==> src/rtl/mul_pkg.sv <==
// mul_pkg: shared widths and record types for the multiplier final stage.
//   PROD_W    - width of the sum/carry vectors and the full product
//   HALF_W    - split point of the pipelined adder / result word width
//   TAG_W     - reservation-station tag width
//   mul_s1_t  - S1 register contents (low half resolved, high half raw)
//   cdb_pkt_t - held result presented on the common data bus
package mul_pkg;
  localparam int PROD_W = 64;
  localparam int HALF_W = 32;
  localparam int TAG_W  = 4;

  typedef struct packed {
    logic [HALF_W-1:0]        lo;
    logic                     c32;
    logic [PROD_W-HALF_W-1:0] sum_hi;
    logic [PROD_W-HALF_W-1:0] carry_hi;
    logic [TAG_W-1:0]         tag;
    logic                     hi_sel;
  } mul_s1_t;

  typedef struct packed {
    logic [TAG_W-1:0]  tag;
    logic [HALF_W-1:0] data;
  } cdb_pkt_t;
endpackage

==> src/rtl/cpa_half.sv <==
// cpa_half: W-bit carry-propagate adder with carry-in and carry-out.
//   a, b - addends
//   cin  - carry in
//   sum  - a + b + cin, truncated to W bits
//   cout - carry out of bit W-1
module cpa_half #(
  parameter int W = 32
) (
  input  logic [W-1:0] a,
  input  logic [W-1:0] b,
  input  logic         cin,
  output logic [W-1:0] sum,
  output logic         cout
);
  assign {cout, sum} = {1'b0, a} + {1'b0, b} + {{W{1'b0}}, cin};
endmodule

==> src/rtl/mul_cpa_stage.sv <==
// mul_cpa_stage: final stage of the Wallace multiplier. Resolves the CSA
// sum/carry pair with a 2-stage carry-propagate adder (low half in S1, high
// half in S2), selects MUL/MULH word and holds it for the CDB arbiter.
//   clk, rst      - clock, async active-high reset
//   flush         - synchronous kill of all in-flight / held results
//   in_valid/in_ready, in_sum, in_carry, in_tag, in_hi_sel - input handshake
//   cdb_req/cdb_grant, cdb_tag, cdb_data - result broadcast handshake
module mul_cpa_stage
  import mul_pkg::*;
(
  input  logic              clk,
  input  logic              rst,
  input  logic              flush,
  input  logic              in_valid,
  output logic              in_ready,
  input  logic [PROD_W-1:0] in_sum,
  input  logic [PROD_W-1:0] in_carry,
  input  logic [TAG_W-1:0]  in_tag,
  input  logic              in_hi_sel,
  output logic              cdb_req,
  input  logic              cdb_grant,
  output logic [TAG_W-1:0]  cdb_tag,
  output logic [HALF_W-1:0] cdb_data
);
  mul_s1_t  s1_q, s1_d;
  cdb_pkt_t s2_q, s2_d;
  logic     s1_valid_q, s1_valid_d;
  logic     s2_valid_q, s2_valid_d;

  logic [HALF_W-1:0] lo_sum, hi_sum;
  logic              lo_cout, hi_cout_unused;
  logic              s2_load, accept;

  cpa_half #(.W(HALF_W)) u_cpa_lo (
    .a    (in_sum[HALF_W-1:0]),
    .b    (in_carry[HALF_W-1:0]),
    .cin  (1'b0),
    .sum  (lo_sum),
    .cout (lo_cout)
  );

  // Carry out of the top half falls off: product is mod 2^PROD_W.
  cpa_half #(.W(HALF_W)) u_cpa_hi (
    .a    (s1_q.sum_hi),
    .b    (s1_q.carry_hi),
    .cin  (s1_q.c32),
    .sum  (hi_sum),
    .cout (hi_cout_unused)
  );

  // S2 frees up when empty or its result is being taken this cycle.
  assign s2_load  = (!s2_valid_q || cdb_grant) && s1_valid_q;
  assign in_ready = !s1_valid_q || s2_load;
  assign accept   = in_valid && in_ready && !flush;

  always_comb begin
    s1_d       = s1_q;
    s1_valid_d = s1_valid_q;
    if (accept) begin
      s1_d.lo       = lo_sum;
      s1_d.c32      = lo_cout;
      s1_d.sum_hi   = in_sum[PROD_W-1:HALF_W];
      s1_d.carry_hi = in_carry[PROD_W-1:HALF_W];
      s1_d.tag      = in_tag;
      s1_d.hi_sel   = in_hi_sel;
    end
    if (flush)        s1_valid_d = 1'b0;
    else if (accept)  s1_valid_d = 1'b1;
    else if (s2_load) s1_valid_d = 1'b0;
  end

  always_comb begin
    s2_d       = s2_q;
    s2_valid_d = s2_valid_q;
    if (s2_load && !flush) begin
      s2_d.tag  = s1_q.tag;
      s2_d.data = s1_q.hi_sel ? hi_sum : s1_q.lo;
    end
    // A grant in the flush cycle completes the held result; nothing refills.
    if (flush)          s2_valid_d = 1'b0;
    else if (s2_load)   s2_valid_d = 1'b1;
    else if (cdb_grant) s2_valid_d = 1'b0;
  end

  always_ff @(posedge clk or posedge rst) begin
    if (rst) begin
      s1_q       <= '0;
      s2_q       <= '0;
      s1_valid_q <= 1'b0;
      s2_valid_q <= 1'b0;
    end else begin
      s1_q       <= s1_d;
      s2_q       <= s2_d;
      s1_valid_q <= s1_valid_d;
      s2_valid_q <= s2_valid_d;
    end
  end

  assign cdb_req  = s2_valid_q;
  assign cdb_tag  = s2_q.tag;
  assign cdb_data = s2_q.data;
endmodule

==> config.mk <==
export PLATFORM = sky130hd
export DESIGN_NAME = mul_cpa_stage
export DESIGN_NICKNAME = d
export VERILOG_FILES = /design/src/rtl/mul_pkg.sv /design/src/rtl/cpa_half.sv /design/src/rtl/mul_cpa_stage.sv
export SDC_FILE = /design/constraint.sdc
export NUM_CORES = 1
export LEC_CHECK = 0
export ABC_CLOCK_PERIOD_IN_PS = 5200
export CAP_MARGIN = 15
export CORE_MARGIN = 2
export CORE_UTILIZATION = 53
export CTS_CLUSTER_DIAMETER = 50
export DETAILED_ROUTE_END_ITERATION = 12
export PLACE_DENSITY = 0.92
export SLEW_MARGIN = 20
export SYNTH_ARGS = -nofsm -noshare
export SYNTH_HDL_FRONTEND = slang
export SYNTH_SLANG_ARGS = --single-unit
==> constraint.sdc <==
create_clock -name clk -period 5.2 [get_ports clk]
set_input_delay 1.04 -clock clk [delete_from_list [all_inputs] [get_ports clk]]
set_output_delay 1.04 -clock clk [all_outputs]
set_load 0.02 [all_outputs]
==> results of run 1 <==
## flip-flops by register name, indices dropped and copies added, names as in the netlist
register / count
cdb_data: 32
s1_q: 102
s1_valid_q: 1
cdb_req: 1
cdb_tag: 4
## cells in the final DEF, fill, tap and decap left out, drive strengths merged, types with 10 or more instances in the layout
cell,Yosys,final
clkbuf,47,17
dfrtp,140,140
nor2,28,28
o21ai,76,76
mux2i,18,18
a21o,54,54
xnor2,38,38
inv,13,13
xor2,19,19
clkdlybuf4s50,0,175
nand2,306,306
and4,10,10
ha,62,62
a21oi,78,78
nand4,20,20
## cells by family after synthesis
family / count (synthesis) / synth area share
buf+inv: 70 / 0.0313
fa+ha+maj: 65 / 0.0961
flops: 140 / 0.403
compound gates: 263 / 0.193
mux: 20 / 0.0233
xor+xnor: 57 / 0.0574
simple gates: 401 / 0.196
## through the flow
stage | cells | instance area, um2
2_1_floorplan | 1016 | 8700
3_3_place_gp | 1355 | 10600
3_5_place_dp | 1355 | 10600
4_1_cts | 1387 | 11200
5_1_grt | 1387 | 11200
6_report | 1387 | 11200
## worst max path at each step
stage,startpoint,endpoint,slack (ns),cells past startpoint
CTS,s1_q[5],cdb_data[28],1.68,11
floorplan,rst,cdb_data[0],0.41,1
finish,s1_q[5],cdb_data[28],1.62,11
global placement,in_sum[12],s1_q[99],1.35,11
global route,s1_q[5],cdb_data[28],1.49,11
detailed placement,in_sum[12],s1_q[99],1.30,11
## worst max-delay path: stages, from the launching register on
cell	delay, ns
dfrtp_1	0.40
fa_1	0.49
fa_1	0.42
a21o_1	0.23
a221oi_2	0.30
o21a_2	0.25
o21bai_1	0.18
a211oi_2	0.39
o31ai_2	0.19
a221oi_2	0.34
nor4_1	0.09
nand3b_1	0.19
## power by group through the flow
stage	sequential, mW	clock, mW	combinational (mW)
floorplan	1.53	0	0.814
global placement	1.46	0	1.39
detailed placement	1.47	0	1.42
CTS	1.45	1.28	1.45
global route	1.48	1.34	1.59
finish	1.46	1.28	1.46
## cell type report
cell class	instances	area share
tap	216	0.0241
inverter	13	0.00503
timing repair buffer	180	0.161
multi-input combinational	806	0.441
clock inverter	15	0.0178
sequential	140	0.313
clock buffer	17	0.0380
## routing by layer
| layer | part of all wire | GRT usage | routed length (um) | up-vias |
|---|---|---|---|---|
| met2 | 0.48 | 0.463 | 11600 | 330 |
| li1 | - | - | - | 3811 |
| met5 | 0 | 0 | 0 | - |
| met3 | 0.060 | 0.0527 | 1430 | 66 |
| met1 | 0.42 | 0.355 | 10100 | 3817 |
| met4 | 0.037 | 0.128 | 879 | 0 |
==> metrics, run 1 <==
status=complete, no violations; setup slack after layout=1.62 ns; largest net degree at the start of global routing=130; Power, Total=4.20 mW; Inserted Clock Buffers=17; Die X=132 um; vias in the first global route=7909; clock skew=0.00984 ns; sequential element share of the synthesized area=0.403; core region area=15900 um2; RR Startpoint=s1_q[5]; dpl ws=1.30 ns; Seq cells post-synth=140; detailed placer's ending HPWL=17100 um; final setup vio count=0; leakage=5.40 nW; setup_tns=0 ns; share of cells above drive strength 1=0.0521; R2R depth=11; clock share of power=0.304; Yosys top cell by area=dfrtp_1; cell-internal power=2.76 mW; CTS resizes=0; CP arrival=3.88 ns; Final Hold Viols=0; drt pass-1 iters=5; Clock H-tree levels=4; Psw=1.43 mW; Multi-input gate area=4940 um2; routability cong.=0.943; synthesized area=8700 um2; WHS=0.466 ns; RSZ-0062 raised after global routing=false; max-slew violation count=0; number of port buffers=175; Skew-Pair Late Insertion Delay=0.43 ns; Synthesis Warnings=0; CTS sink count=140; Worst Setup End Kind=register; fin crit share=0.688; CTS tree=yes; routed wire length=24000 um; Fmax=0.279 GHz; Logic pwr share=0.349; hold crit path type=register to register; CP Launch Type=register; largest cells by area after synthesis=dfrtp_1 (40%), nand2_1 (13%), ha_1 (8.9%); Worst Hold Path Cells=2; Flop pwr share=0.348; post-CTS setup buffer count=0; post-synth net total=1219; num ports=176; Tot GR Track Use=0.279; Mapped Avg Cell Area=8.56 um2; CTS hold repair buffers=0; register area=3500 um2; via count=8024; post-route ant nets=0; hold wc startpoint=s1_q[2]; fill count=1201; critical path class=register to register; global-route wire length before repair=39200 um; Yosys cell types=62; Worst-path clk slew=0.06 ns; Initial Util=0.546; pwr dens=375 nW/um2; Post-synth EDFFs=0; final core utilization=0.702; die height=132 um; minimum clock period=3.58 ns; commonest cells in the netlist=nand2_1 (305), dfrtp_1 (140), a21oi_1 (75), o21ai_0 (65), ha_1 (62); die area=17500 um2; Root Buffer=clkbuf_16; worst slew pin tran=0.803 ns; nets@finish=1361; reg-to-reg critical path endpoint=cdb_data[28]; Yosys top cell area share=0.403; initial antenna violation count=0; fraction of registers with async set/reset=1.00; crit-path max FO=4; ys flop type=dfrtp_1; diode count=0; headroom to the max-slew limit=0.464; most common cell in the netlist=nand2_1; grt ovf=0; DRC=0; Max-cap violations=0; FF-to-FF setup slack=1.62 ns; Switching Share=0.342; Hold Path End=cdb_tag[1]; WL/cell=17.3 um; Via-to-Cell Ratio=5.79; WP data required=5.51 ns; Rows=46; P&R area growth vs syn=28.6%; clock buffer depth=2; violation count after the first detailed-routing iteration=743; Syn Inst Count=1016; VDD IR-drop max=0.000235 V
Power figures use the tool's default switching activity.
==> inputs of run 2 (changes only) <==
Settings changed: ABC_CLOCK_PERIOD_IN_PS 5200 to 3300.
Clock period 5.2 ns to 3.3 ns, I/O delays scaled along.
==> run 2 against run 1 <==
  * Cell count increased by 3.7%
  * Clock power increased by 59%
  * Wire length rose by 4.3%
  * Clock skew down 0.0024 ns
  * Total power grew 62%
  * Worst setup slack worse by 1.6 ns
  * Critical endpoint is now cdb_data[26]
  * Largest power group is now combinational logic
  * Highest routed layer unchanged
==> metrics, run 2 (synthesized netlist as in run 1, its figures left out) <==
drt pass-1 iters=5; CTS tree=yes; minimum clock period=3.26 ns; headroom to the max-slew limit=0.481; detailed placer's ending HPWL=18300 um; Via-to-Cell Ratio=5.71; clock buffer depth=2; Root Buffer=clkbuf_16; setup_tns=0 ns; CP max stage cell=a221o_2; Skew-Pair Late Insertion Delay=0.44 ns; fin crit share=0.988; Inserted Clock Buffers=17; die area=17500 um2; max FFs per register=102; cells along the critical path=fa_2, fa_2, a21o_1, a221oi_2, o21a_2, o21a_4, o31ai_4, a221o_2, a21boi_4, xor2_2, a31oi_1; Max-cap violations=0; largest net degree at the start of global routing=94; hold crit path type=register to register; initial antenna violation count=0; grt ovf=0; most frequent cells in the layout=nand2_1 (305), clkdlybuf4s50_1 (175), dfrtp_1 (140); vias in the first global route=8417; number of port buffers=175; crit-path max FO=3; Worst-path clk slew=0.06 ns; leakage=5.65 nW; pwr dens=583 nW/um2; Clock H-tree levels=4; Die X=132 um; routability cong.=0.947; WL/cell=17.4 um; Multi-input gate area=4980 um2; die height=132 um; Tot GR Track Use=0.293; Fmax=0.307 GHz; status=complete, no violations; core region area=15900 um2; post-route ant nets=0; CTS sink count=140; Worst Setup End Kind=register; register with the most flip-flops=s1_q; routed wire length=25000 um; VDD IR-drop max=0.000371 V; WP data required=3.60 ns; cell mode on critical path=fa_2; num ports=176; Area after DPL=11000 um2; clock skew=0.00748 ns; worst slew pin tran=0.777 ns; fill count=1130; WHS=0.470 ns; via count=8211; CP max stage delay=0.45 ns; final instance area=11600 um2; global-route wire length before repair=41300 um; violation count after the first detailed-routing iteration=605; nets@finish=1412; CP Launch Type=register; P&R area growth vs syn=33.9%; final setup vio count=0; Rows=46; DRC=0; max-slew violation count=0; Initial Util=0.546; share of cells above drive strength 1=0.0949; diode count=0; RSZ-0062 raised after global routing=true; critical path class=register to register; register area=3500 um2; CP arrival=3.57 ns; Final Hold Viols=0; commonest non-fill, non-tap cell in the layout=nand2_1
run 2: cell count changes in the layout (fill, tap and decap cells not counted), sizes merged:
| cell | change |
|---|---|
| clkinvlp | +3 |
| clkinv | -6 |
| inv | +1 |
| buf | +51 |
| clkbuf | +2 |
run 2: critical path, delay by kind of cell, from the launching register on:
kind	cells	cell delay (ns)
flip-flops	1	0.40
XOR/XNOR	1	0.18
AO/OA/AOI/OAI	8	1.77
adder cells (fa/ha/maj)	2	0.78
run 2: path summary, 6_finish.rpt:
check	from	end	slack (ns)	cells past startpoint
setup / recovery	s1_q[5]	cdb_data[26]	0.04	11
hold / removal	s1_q[4]	cdb_tag[3]	0.47	2
setup reg to reg	s1_q[5]	cdb_data[26]	0.04	11
hold reg to reg	s1_q[4]	cdb_tag[3]	0.47	2
max in group asynchronous	rst	cdb_data[19]	1.76	3
min in group asynchronous	rst	s1_q[56]	0.72	2
run 2: cell type report:
class / instances / share of cell area
Inverter: 13 / 0.00451
Tap cell: 216 / 0.0232
Sequential cell: 140 / 0.301
Timing Repair Buffer: 231 / 0.191
Clock buffer: 19 / 0.0372
Clock inverter: 13 / 0.0163
Multi-Input combinational cell: 806 / 0.427
run 2: per-stage QoR:
step | cells | util | worst slack, ns | power [mW]
after floorplan | 1016 | - | 0.214 | 3.70
after global placement | 1404 | 0.688 | -0.0476 | 4.58
after detailed placement | 1404 | 0.688 | -0.102 | 4.68
after CTS | 1437 | 0.728 | 0.0261 | 6.74
after global routing | 1438 | 0.731 | -0.0952 | 7.11
final | 1438 | 0.731 | 0.0380 | 6.79
run 2: power by group:
group          internal, mW  total (mW)  switching, mW
clock network          1.27        2.03          0.764
logic                  1.14        2.45           1.31
registers              2.06        2.31          0.248
run 2: repair_timing:
item / 4_1_cts / 5_1_grt
gates cloned: 0 / 0
endpoints found under the setup margin: 2 / 4
setup buffers: 1 / 1
hold endpoints to repair: 0 / 0
hold buffers: 0 / 0
resized for setup: 3 / 6
pin swaps: 1 / 5
run 2: routing by layer:
layer	vias up	part of all wire	track usage	wire length (um)
li1	3908	-	-	-
met1	3871	0.41	0.371	10300
met2	345	0.48	0.476	12000
met3	87	0.063	0.0623	1590
met4	0	0.043	0.153	1080
met5	-	0	0	0
==> inputs of run 3 (changes only) <==
Settings changed: CORE_ASPECT_RATIO set to 1.4, MAX_ROUTING_LAYER set to met4.
==> run 3 against run 2 <==
  * Global-route usage shrank 1.1 points
  * Clock power is 7% lower
  * Sequential share of layout area is 0.17 points higher
  * Clock skew increased by 0.0033 ns
  * Wire length shrank 5.3%
  * Count of clock-buffer cells in the layout down 2
  * Critical path depth unchanged
  * Sequential power hardly changed
  * Critical endpoint is now cdb_data[30]
  * Largest cell class unchanged
==> metrics, run 3 (synthesized netlist as in run 1, its figures left out) <==
Root Buffer=clkbuf_16; die height=156 um; CTS sink count=140; routability cong.=0.935; pwr dens=573 nW/um2; Die X=112 um; routed wl met2=12200 um; commonest non-fill, non-tap cell in the layout=nand2_1; detailed placer's ending HPWL=17800 um; Area after DPL=10900 um2; register with the most flip-flops=s1_q; headroom to the max-slew limit=0.399; global-route wire length before repair=38900 um; clock skew=0.0107 ns; Inserted Clock Buffers=17; via count=8157; Worst-path clk slew=0.07 ns; crit-path max FO=4; clock buffer depth=2; critical path class=register to register; setup_tns=0 ns; Via-to-Cell Ratio=5.73; Logic pwr share=0.367; status=complete, no violations; Worst Setup End Kind=register; Clock H-tree levels=4; fill count=1117; vias in the first global route=8200; Power, Total=6.64 mW; violation count after the first detailed-routing iteration=477; CTS hold repair buffers=0; post-route ant nets=0; RSZ-0062 raised after global routing=true; num ports=176; CP arrival=3.53 ns; Rows=55; register area=3500 um2; largest net degree at the start of global routing=129; max-slew violation count=0; clock share of power=0.285; final setup vio count=0; worst slew pin tran=0.900 ns; P&R area growth vs syn=33.2%; initial antenna violation count=0; cell-internal power=4.32 mW; drt pass-1 iters=5; Max-cap violations=0; Initial Util=0.540; Psw=2.31 mW; Tot GR Track Use=0.283; Final Hold Viols=0; max layer used=met4; grt ovf=0; max FFs per register=102; minimum clock period=3.22 ns; CTS tree=yes; M1 wire length=9440 um; final instance area=11600 um2; setup slack after layout=0.0770 ns; WHS=0.479 ns; Switching Share=0.348; most frequent cells in the layout=nand2_1 (305), clkdlybuf4s50_1 (175), dfrtp_1 (140); Fmax=0.310 GHz; leakage=5.65 nW; share of cells above drive strength 1=0.0964; WL/cell=16.7 um; Skew-Pair Late Insertion Delay=0.42 ns; met3 WL=1110 um; Flop pwr share=0.348; WP data required=3.61 ns; core region area=16100 um2; hold crit path type=register to register; dpl ws=-0.136 ns; diode count=0; fin crit share=0.977; DRC=0; CP Launch Type=register; Multi-input gate area=4970 um2; VDD IR-drop max=0.000459 V; number of port buffers=175; routed wire length=23700 um; nets@finish=1414; die area=17500 um2
-- run 3: worst max-delay path, cell delays in order, from the launching register on --
cell and delay [ns]:
dfrtp_1 0.41, fa_2 0.43, fa_2 0.38, a21o_1 0.24, a221oi_4 0.27, o21a_2 0.22, o21a_4 0.16, o31ai_4 0.06
a221o_2 0.40, a31oi_4 0.16, xor2_1 0.09, a311oi_1 0.28
-- run 3: power by group through the flow --
stage               Combinational [mW]  Sequential, mW  Clock [mW]
floorplan                         1.28            2.42           0
global placement                  2.28            2.31           0
detailed placement                2.34            2.32           0
CTS                               2.38            2.30        1.90
global route                      2.65            2.34        1.97
finish                            2.43            2.31        1.89
-- run 3: metrics by stage --
step	utilization	std cells
after floorplan	-	1016
final	0.720	1423
after CTS	0.716	1419
after detailed placement	0.678	1386
after global placement	0.678	1386
after global routing	0.720	1423
-- run 3: final cells by class --
cell class,instances,share of cell area
Inverter,13,0.00454
Sequential cell,140,0.302
Clock buffer,17,0.0367
Timing Repair Buffer,233,0.192
Clock inverter,15,0.0138
Multi-Input combinational cell,806,0.429
Tap cell,199,0.0215
-- run 3: per-layer routing --
metal  track usage  vias to the layer above
met3        0.0466                       82
met1         0.327                     3865
met5             -                        -
met4         0.124                        0
li1              -                     3913
met2         0.487                      297
-- run 3: final timing paths --
path / from / end / slack [ns] / depth (start not counted)
setup / recovery: s1_q[5] / cdb_data[30] / 0.08 / 11
hold / removal: s1_q[3] / cdb_tag[2] / 0.48 / 2
setup reg to reg: s1_q[5] / cdb_data[30] / 0.08 / 11
hold reg to reg: s1_q[3] / cdb_tag[2] / 0.48 / 2
min in group asynchronous: rst / s1_q[36] / 0.78 / 2
max in group asynchronous: rst / s1_q[12] / 1.79 / 3
-- run 3: what timing repair did --
item,in CTS,in global routing
setup endpoints to repair,4,4
setup buffers,1,4
gates resized for setup,3,4
pin swaps,8,12
